### src/rtl/muldiv_unit.sv
// muldiv_unit -- iterative RV32M multiply/divide unit for the execute stage.
//
// Takes one M-extension operation through a valid/ready handshake, resolves
// BITS_PER_CYCLE product or quotient bits per cycle, and returns a tagged
// result with full RISC-V semantics (signed/unsigned high products,
// round-toward-zero division, divide-by-zero and signed-overflow results).
//
// Ports:
//   clk, rst            clock; synchronous active-high reset
//   flush               kills any in-flight operation, result is discarded
//   in_valid/in_ready   request handshake; in_ready only in IDLE
//   op                  funct3: MUL MULH MULHSU MULHU DIV DIVU REM REMU
//   operand1/operand2   rs1 / rs2 values
//   in_tag              destination tag carried to out_tag
//   out_valid/out_ready result handshake; result/out_tag held while stalled
//   result, out_tag     result value and its tag
//   busy                pipeline stall request (state != IDLE)

module muldiv_unit #(
    parameter int XLEN           = 32,
    parameter int BITS_PER_CYCLE = 1,
    parameter int TAG_W          = 5
) (
    input  logic             clk,
    input  logic             rst,
    input  logic             flush,
    input  logic             in_valid,
    output logic             in_ready,
    input  logic [2:0]       op,
    input  logic [XLEN-1:0]  operand1,
    input  logic [XLEN-1:0]  operand2,
    input  logic [TAG_W-1:0] in_tag,
    output logic             out_valid,
    input  logic             out_ready,
    output logic [XLEN-1:0]  result,
    output logic [TAG_W-1:0] out_tag,
    output logic             busy
);

    localparam int B     = BITS_PER_CYCLE;
    localparam int N     = XLEN / BITS_PER_CYCLE;
    localparam int CNT_W = $clog2(N + 1);

    typedef enum logic [2:0] {S_IDLE, S_PREP, S_CALC, S_FIX, S_DONE} state_t;

    typedef enum logic [2:0] {
        OP_MUL    = 3'd0,
        OP_MULH   = 3'd1,
        OP_MULHSU = 3'd2,
        OP_MULHU  = 3'd3,
        OP_DIV    = 3'd4,
        OP_DIVU   = 3'd5,
        OP_REM    = 3'd6,
        OP_REMU   = 3'd7
    } op_t;

    state_t            state_q, state_d;
    op_t               op_q;
    logic [XLEN-1:0]   a_q, b_q;       // raw operands, replaced by magnitudes in PREP
    logic [XLEN-1:0]   result_q;
    logic [TAG_W-1:0]  tag_q;
    logic              sign_a_q, sign_b_q;
    logic              special_q;
    logic [2*XLEN-1:0] acc_q;          // mul: {partial product, multiplier}; div: {remainder, quotient}
    logic [CNT_W-1:0]  cnt_q;
    logic              accept;

    // ---------------------------------------------------------------- decode
    logic is_div, is_rem, signed_a, signed_b;

    assign is_div   = op_q[2];
    assign is_rem   = op_q[2] & op_q[1];
    assign signed_a = op_q inside {OP_MULH, OP_MULHSU, OP_DIV, OP_REM};
    assign signed_b = op_q inside {OP_MULH, OP_DIV, OP_REM};

    // ---------------------------------------------------------------- PREP
    logic            sign_a, sign_b, div_zero, div_ovf, special;
    logic [XLEN-1:0] mag_a, mag_b, special_res;

    assign sign_a   = signed_a & a_q[XLEN-1];
    assign sign_b   = signed_b & b_q[XLEN-1];
    assign mag_a    = sign_a ? -a_q : a_q;
    assign mag_b    = sign_b ? -b_q : b_q;
    assign div_zero = (b_q == '0);
    assign div_ovf  = (op_q inside {OP_DIV, OP_REM})
                      && (a_q == {1'b1, {(XLEN-1){1'b0}}}) && (b_q == '1);
    assign special  = is_div && (div_zero || div_ovf);
    // Divide-by-zero has priority: it also covers REM of the overflow dividend by 0.
    assign special_res = div_zero ? (is_rem ? a_q : '1)
                                  : (is_rem ? '0  : a_q);

    // ---------------------------------------------------------------- CALC
    // Multiply: add multiplicand * (low B multiplier bits) into the upper half,
    // then shift the whole accumulator right by B.
    logic [XLEN+B-1:0] mul_sum;
    logic [2*XLEN-1:0] mul_next, div_next;

    assign mul_sum  = {{B{1'b0}}, acc_q[2*XLEN-1:XLEN]}
                    + ({{B{1'b0}}, a_q} * {{XLEN{1'b0}}, acc_q[B-1:0]});
    assign mul_next = {mul_sum, acc_q[XLEN-1:B]};

    // Divide: B restoring steps per cycle. The partial remainder is one bit
    // wider than the divisor so the trial subtraction cannot overflow.
    always_comb begin : div_step
        logic [2*XLEN-1:0] t;
        logic [XLEN:0]     r;
        // NOTE: t and r are fully assigned before being read on every pass,
        // so this stays combinational and no latch is inferred.
        t = acc_q;
        for (int i = 0; i < B; i++) begin
            r = t[2*XLEN-1:XLEN-1];
            if (r >= {1'b0, b_q}) begin
                r = r - {1'b0, b_q};
                t = {r[XLEN-1:0], t[XLEN-2:0], 1'b1};
            end else begin
                t = {r[XLEN-1:0], t[XLEN-2:0], 1'b0};
            end
        end
        div_next = t;
    end

    // ---------------------------------------------------------------- FIX
    logic [2*XLEN-1:0] prod;
    logic [XLEN-1:0]   quo, rem, fix_res;

    always_comb begin
        prod = (sign_a_q ^ sign_b_q) ? -acc_q : acc_q;
        quo  = (sign_a_q ^ sign_b_q) ? -acc_q[XLEN-1:0] : acc_q[XLEN-1:0];
        rem  = sign_a_q ? -acc_q[2*XLEN-1:XLEN] : acc_q[2*XLEN-1:XLEN];
        case (op_q)
            OP_MUL:                    fix_res = prod[XLEN-1:0];
            OP_MULH, OP_MULHSU,
            OP_MULHU:                  fix_res = prod[2*XLEN-1:XLEN];
            OP_DIV, OP_DIVU:           fix_res = quo;
            default:                   fix_res = rem;
        endcase
    end

    // ---------------------------------------------------------------- FSM
    always_ff @(posedge clk) begin
        if (rst) state_q <= S_IDLE;
        else     state_q <= state_d;
    end

    always_comb begin
        state_d   = state_q;
        in_ready  = 1'b0;
        out_valid = 1'b0;
        busy      = 1'b1;
        case (state_q)
            S_IDLE: begin
                in_ready = 1'b1;
                busy     = 1'b0;
                if (in_valid) state_d = S_PREP;
            end
            // Special cases skip CALC; FIX then passes the preset result through.
            S_PREP: state_d = special ? S_FIX : S_CALC;
            S_CALC: if (cnt_q == CNT_W'(1)) state_d = S_FIX;
            S_FIX:  state_d = S_DONE;
            S_DONE: begin
                out_valid = 1'b1;
                if (out_ready) state_d = S_IDLE;
            end
            default: state_d = S_IDLE;
        endcase
        if (flush) state_d = S_IDLE;
    end

    assign accept = in_ready & in_valid & ~flush;

    // ---------------------------------------------------------------- datapath
    // NOTE: sequential state uses non-blocking assignments only, so every
    // register samples the pre-edge values regardless of statement order.
    always_ff @(posedge clk) begin
        if (rst) begin
            // NOTE: accumulator and operand registers are cleared too, so no X
            // can leak into result through unused accumulator bits.
            op_q      <= OP_MUL;
            a_q       <= '0;
            b_q       <= '0;
            tag_q     <= '0;
            result_q  <= '0;
            sign_a_q  <= 1'b0;
            sign_b_q  <= 1'b0;
            special_q <= 1'b0;
            acc_q     <= '0;
            cnt_q     <= '0;
        end else begin
            case (state_q)
                S_IDLE: if (accept) begin
                    op_q  <= op_t'(op);
                    a_q   <= operand1;
                    b_q   <= operand2;
                    tag_q <= in_tag;
                end
                S_PREP: begin
                    sign_a_q  <= sign_a;
                    sign_b_q  <= sign_b;
                    a_q       <= mag_a;
                    b_q       <= mag_b;
                    acc_q     <= {{XLEN{1'b0}}, (is_div ? mag_a : mag_b)};
                    cnt_q     <= CNT_W'(N);
                    special_q <= special;
                    if (special) result_q <= special_res;
                end
                S_CALC: begin
                    acc_q <= is_div ? div_next : mul_next;
                    cnt_q <= cnt_q - CNT_W'(1);
                end
                S_FIX: if (!special_q) result_q <= fix_res;
                default: ;
            endcase
        end
    end

    assign result  = result_q;
    assign out_tag = tag_q;

endmodule

### config.mk
export PLATFORM = sky130hd
export DESIGN_NAME = muldiv_unit
export DESIGN_NICKNAME = d
export VERILOG_FILES = /design/src/rtl/muldiv_unit.sv
export SDC_FILE = /design/constraint.sdc
export NUM_CORES = 1
export LEC_CHECK = 0
export ABC_CLOCK_PERIOD_IN_PS = 7600
export BUFFER_PORTS_ARGS = -buffer_cell sky130_fd_sc_hd__clkbuf_2
export CORE_ASPECT_RATIO = 1.2
export CORE_MARGIN = 1.5
export CORE_UTILIZATION = 55
export CTS_CLUSTER_SIZE = 30
export DETAILED_ROUTE_END_ITERATION = 10
export PLACE_DENSITY = 0.74
export REMOVE_ABC_BUFFERS = 1
export SKIP_CTS_REPAIR_TIMING = 1
export SLEW_MARGIN = 0
export SYNTH_ARGS = -nofsm -noshare
export SYNTH_HDL_FRONTEND = slang
export SYNTH_SLANG_ARGS = --single-unit
### constraint.sdc
create_clock -name clk -period 7.6 [get_ports clk]
set_input_delay 0.38 -clock clk [delete_from_list [all_inputs] [get_ports clk]]
set_output_delay 0.38 -clock clk [all_outputs]
set_load 0.02 [all_outputs]
Word level (Yosys, flattened, before mapping):

Index checks and enable logic that the tools add are counted.

* register bits: 180
* output and inout port bits: 40
* input port bits: 77
* logic and storage cells: 96

* equality and inequality tests: 19
* magnitude comparators: 1
* mux-type cells: 29
* bitwise operators: 7
* reductions and logical operators: 20
* add/sub/neg operators: 8
* multiply operators: 1

Operator list (count)
* $mux 32: 12
* $mux 64: 3
* $pmux 32 s2: 3
* $neg 32->32: 4
* $pmux 64 s2: 1
* $pmux 32 s3: 1
* $eq 32x32->1 const B: 2
* $neg 64->64: 1
* $add 32x33->33: 1
* $ge 33x32->1: 1
* $mul 32x1->33: 1
* $logic_not 32->1: 1
* $sub 32x32->32: 1
* $pmux 3 s5: 1
* $eq 3x2->1 const B: 4
* $eq 3x3->1 const B: 4
* $ne 2x2->1 const B: 6
* $pmux 6 s2: 1
* $mux 3: 3
* $reduce_bool 2->1: 4
* $eq 3x1->1 const B: 2
* $eq 6x1->1 const B: 1
* $logic_not 3->1: 2
* $reduce_and 3->1: 2
* 12 further kinds: 23

Depth between registers and ports, before layout:

* depth after elaboration: 8
* depth in mapped cells: 15
* depth with buffers taken out: 14

Least setup slack after synthesis:

No wires, ideal clock.

* path kind: flip-flop to flip-flop
* from: register acc_q[0]
* to: register acc_q[63]
* slack: 4309 ps
* required time: 7539 ps
* period minus slack after synthesis: 3291 ps
* library setup time: 61 ps
* path buffers: 1
* arrival: 3230 ps
* cell stages (with the launch flop): 16
* cell sequence: dfxtp_1 > clkbuf_1 > inv_1 > nor2_1 > ha_1 > inv_1 > fa_1 > nand2b_1 > a211oi_1 > o21ai_0 > a211oi_1 > nor2_1 > o21ba_2 > o31ai_1 > a31o_2 > a32o_1

* cells in the longest elaborated chain, start to end: 4

RTL lines
* start, declared: RTL line 64 `logic [2*XLEN-1:0] acc_q;`
* start signal, assigned: RTL line 201 `acc_q <= {{XLEN{1'b0}}, (is_div ? mag_a : mag_b)};`
* start signal, assigned: RTL line 207 `acc_q <= is_div ? div_next : mul_next;`
* $mul 32x1->33: RTL line 99 `+ ({{B{1'b0}}, a_q} * {{XLEN{1'b0}}, acc_q[B-1:0]});`
* $add 32x33->33: RTL line 99
* $mux 64: RTL line 207
* $pmux 64 s2: RTL line 189 `case (state_q)`

Every way passes these cells.
A chain may end at the register's enable or synchronous reset.

Worst setup path after layout:

* from: register a_q[0]
* to: register acc_q[63]

* cells in the longest elaborated chain, start to end: 4

RTL lines
* start, declared: RTL line 59 `logic [XLEN-1:0] a_q, b_q;`
* start signal, assigned: RTL line 192 `a_q <= operand1;`
* start signal, assigned: RTL line 199 `a_q <= mag_a;`
* $mul 32x1->33: RTL line 99
* $add 32x33->33: RTL line 99
* $mux 64: RTL line 207
* $pmux 64 s2: RTL line 189

Every way passes these cells.

==> results.py <==
metrics = {
    "sta": {
        "rsz0062_at_grt": "no",
        "fin_setup_tns_ns": 0,
        "finalCriticalPeriod_ns": 4.05,
        "max_clock_freq_ghz": 0.247,
        "fin_skew_ns": 0.0106,
        "period_share": 0.532,
        "slew_viol_final": 0,
        "relSlewSlack": 0.214,
        "hold_viol": 0,
        "setup-violations-final": 0,
        "worst_pin_slew_ns": 1.18,
    },
    "logic_synthesis": {
        "yosysWarnings": 0,
        "syn_inst": 2285,
        "synth_flop_cell": "dfxtp_1",
        "ys_async_sr_fraction": 0,
        "synth.top_cells.by_area": "dfxtp_1 (22%), a21oi_1 (7.1%), nor2_1 (5.9%), xnor2_1 (5.8%), ha_1 (5.4%)",
        "synth_cell_type_count": 84,
        "yosysTopAreaCellShare": 0.221,
        "syn-cell-area_um2": 16300,
        "seq_area_frac_synth": 0.221,
        "synth_top_area_cell": "dfxtp_1",
        "synth_seq_cells": 180,
        "syn_area_per_cell_um2": 7.15,
        "synth-edff-count": 0,
    },
    "finish": {
        "seqCellArea_um2": 3610,
        "syn_to_final_growth_pct": 7.34,
        "drive_gt1_frac": 0.0981,
        "layout_commonest_cell": "nor2_1",
        "final_cell_mix": "nor2_1 (257), a21oi_1 (232), nand2_1 (202), dfxtp_1 (179), clkbuf_2 (115)",
        "nFillCells": 2760,
        "multi_input_area_um2": 11800,
        "diodes": 0,
        "fin_nets": 2410,
    },
    "clocking": {
        "insertion_delay_ns": 0.46,
        "h-tree-depth": 4,
        "max-clock-path-buffers": 2,
        "cts_sinks": 180,
        "tritoncts": "yes",
        "cts_made_buffers": 17,
        "clk_pin_slew_worst_paths_ns": 0.08,
        "root_buffer": "clkbuf_16",
    },
    "routing": {
        "via_per_inst": 6.93,
        "drt_iter0_markers": 2680,
        "first_pass_iters": 10,
        "vias": 18400,
        "drtAntennaViolNets": 0,
        "wirelength_mm": 64.6,
        "drc": 0,
        "wl_per_cell_um": 24.3,
    },
    "worst_hold_path": {
        "hp-start": "in_tag[3]",
        "hold-path-endpoint": "out_tag[3]",
        "min_path_type": "in -> reg",
        "whs_path_depth": 3,
    },
    "worst_setup_path": {
        "crit_fanout": 6,
        "r2r_setup_slack_ns": 3.55,
        "critPathArrivalTime_ns": 4.45,
        "r2r-start": "a_q[0]",
        "critPathCaptureType": "flip-flop",
        "crit_path_start_kind": "flip-flop",
        "reg2reg_to": "acc_q[63]",
        "worstPathRequired_ns": 8.01,
        "crit_type": "reg -> reg",
        "worstRegToRegCells": 14,
    },
    "placed_design": {
        "hpwlAfterDp_mm": 47.4,
        "gp_congestion": 1.02,
        "io_buffers": 116,
    },
    "power_and_ir_drop": {
        "power_density_nw_per_um2": 152,
        "peakVddDrop_mv": 0.117,
        "power.total_mw": 2.67,
        "p_leak_nw": 6.89,
    },
    "die": {
        "initial_utilization": 0.563,
        "num_io_pins": 117,
        "core_area_um2": 29000,
        "die_h_um": 192,
        "rows": 68,
        "die_w_um": 160,
        "dieArea_um2": 30800,
    },
    "flow_run": {
        "cap_viol_max_count": 0,
    },
    "global_routing": {
        "grt_pass1_vias": 16800,
        "grt-ovfl-total": 0,
        "antenna_found_initial": 3,
        "grt_pass1_wl_mm": 98.3,
        "grt_usage": 0.417,
        "grt_max_degree": 91,
    },
    "run_status": {
        "outcome": "finished clean",
    },
}
==> per-stage QoR <==
stage	utilization	hold slack, ns	std cells	cell area [um^2]	setup slack (ns)
final	0.605	0.126	2658	17500	3.55
after CTS	0.605	0.123	2658	17500	3.66
after global routing	0.605	0.129	2658	17500	3.44
after floorplan	-	0.446	2091	15600	0.746
after global placement	0.583	0.441	2626	16900	3.71
after detailed placement	0.583	0.446	2626	16900	3.69
==> how the worst max path moves through the flow <==
stage / startpoint / end / cells after the start
after floorplan: state_q[2] / b_q[18] / 7
after global placement: a_q[0] / acc_q[63] / 14
after detailed placement: a_q[0] / acc_q[63] / 14
after CTS: a_q[0] / acc_q[63] / 14
after global routing: acc_q[39] / acc_q[32] / 10
final: a_q[0] / acc_q[63] / 14
==> cell type report <==
type,count,share of cell area
clock buffer,17,0.0243
sequential,180,0.206
timing repair buffer,150,0.0478
clock inverter,15,0.0106
inverter,66,0.0141
tap,385,0.0275
multi-input combinational,1845,0.670
==> critical path, cell delays in order (launching register included) <==
cell and delay (ns):
dfxtp_1 0.57, inv_1 0.13, nor2_1 0.20, ha_1 0.21
inv_1 0.06, fa_1 0.39, nand2b_1 0.21, a211oi_1 0.32
o21ai_0 0.24, a211oi_1 0.47, nor2_1 0.14, o21ba_2 0.24
o31ai_1 0.40, a31o_2 0.25, a32o_1 0.16
==> report_power, final <==
group	total, mW	switching (mW)	internal (mW)
Clock	0.951	0.476	0.475
Sequential	1.03	0.0642	0.968
Combinational	0.690	0.460	0.229
==> flip-flops by register name, indices dropped and copies added (netlist names) <==
register / cells
a_q: 32
acc_q: 64
b_q: 32
cnt_q: 6
op_q: 3
out_tag: 5
result: 32
sign_a_q: 1
sign_b_q: 1
special_q: 1
state_q: 3
==> cell usage after synthesis, types with 7 or more instances <==
master and instances:
and4_1 8, nand4_1 22, and3_1 13, xnor2_1 108, nor3_1 73, mux2i_1 37
a211o_1 8, a32oi_1 7, nand2_1 202, o21ai_1 28, o21bai_1 7, or4_1 11
nor2b_1 10, dfxtp_1 180, o221ai_1 19, o22ai_1 11, a211oi_1 44, nor3b_1 9
nand2b_1 10, nand3_1 56, o21a_1 12, and2_1 39, mux2_2 7, nor4_1 20
o21ai_0 100, inv_1 66, a21o_1 35, a22oi_1 30, buf_2 12, a31oi_1 35
buf_1 15, or3_1 29, a21oi_1 233, nor2_1 258, o41ai_1 15, a222oi_1 30
xor2_1 79, a221oi_1 29, o211ai_1 29, ha_1 71, clkbuf_1 161, o31ai_1 26
==> logic make-up after synthesis <==
kind of cell | share of synthesized area
buf+inv | 0.0625
compound gates | 0.299
simple gates | 0.233
mux | 0.0275
fa+ha+maj | 0.0574
flops | 0.221
xor+xnor | 0.100
==> routing by layer <==
layer  up-vias  track usage  share of wire  wire length [um]
met5         -            0        0.00046                30
met4         4        0.300          0.079              5080
met3       285       0.0840           0.11              7120
met2      1161        0.633           0.43             27700
met1      8650        0.529           0.38             24700
li1       8323            -              -                 -
Power figures use the tool's default switching activity.
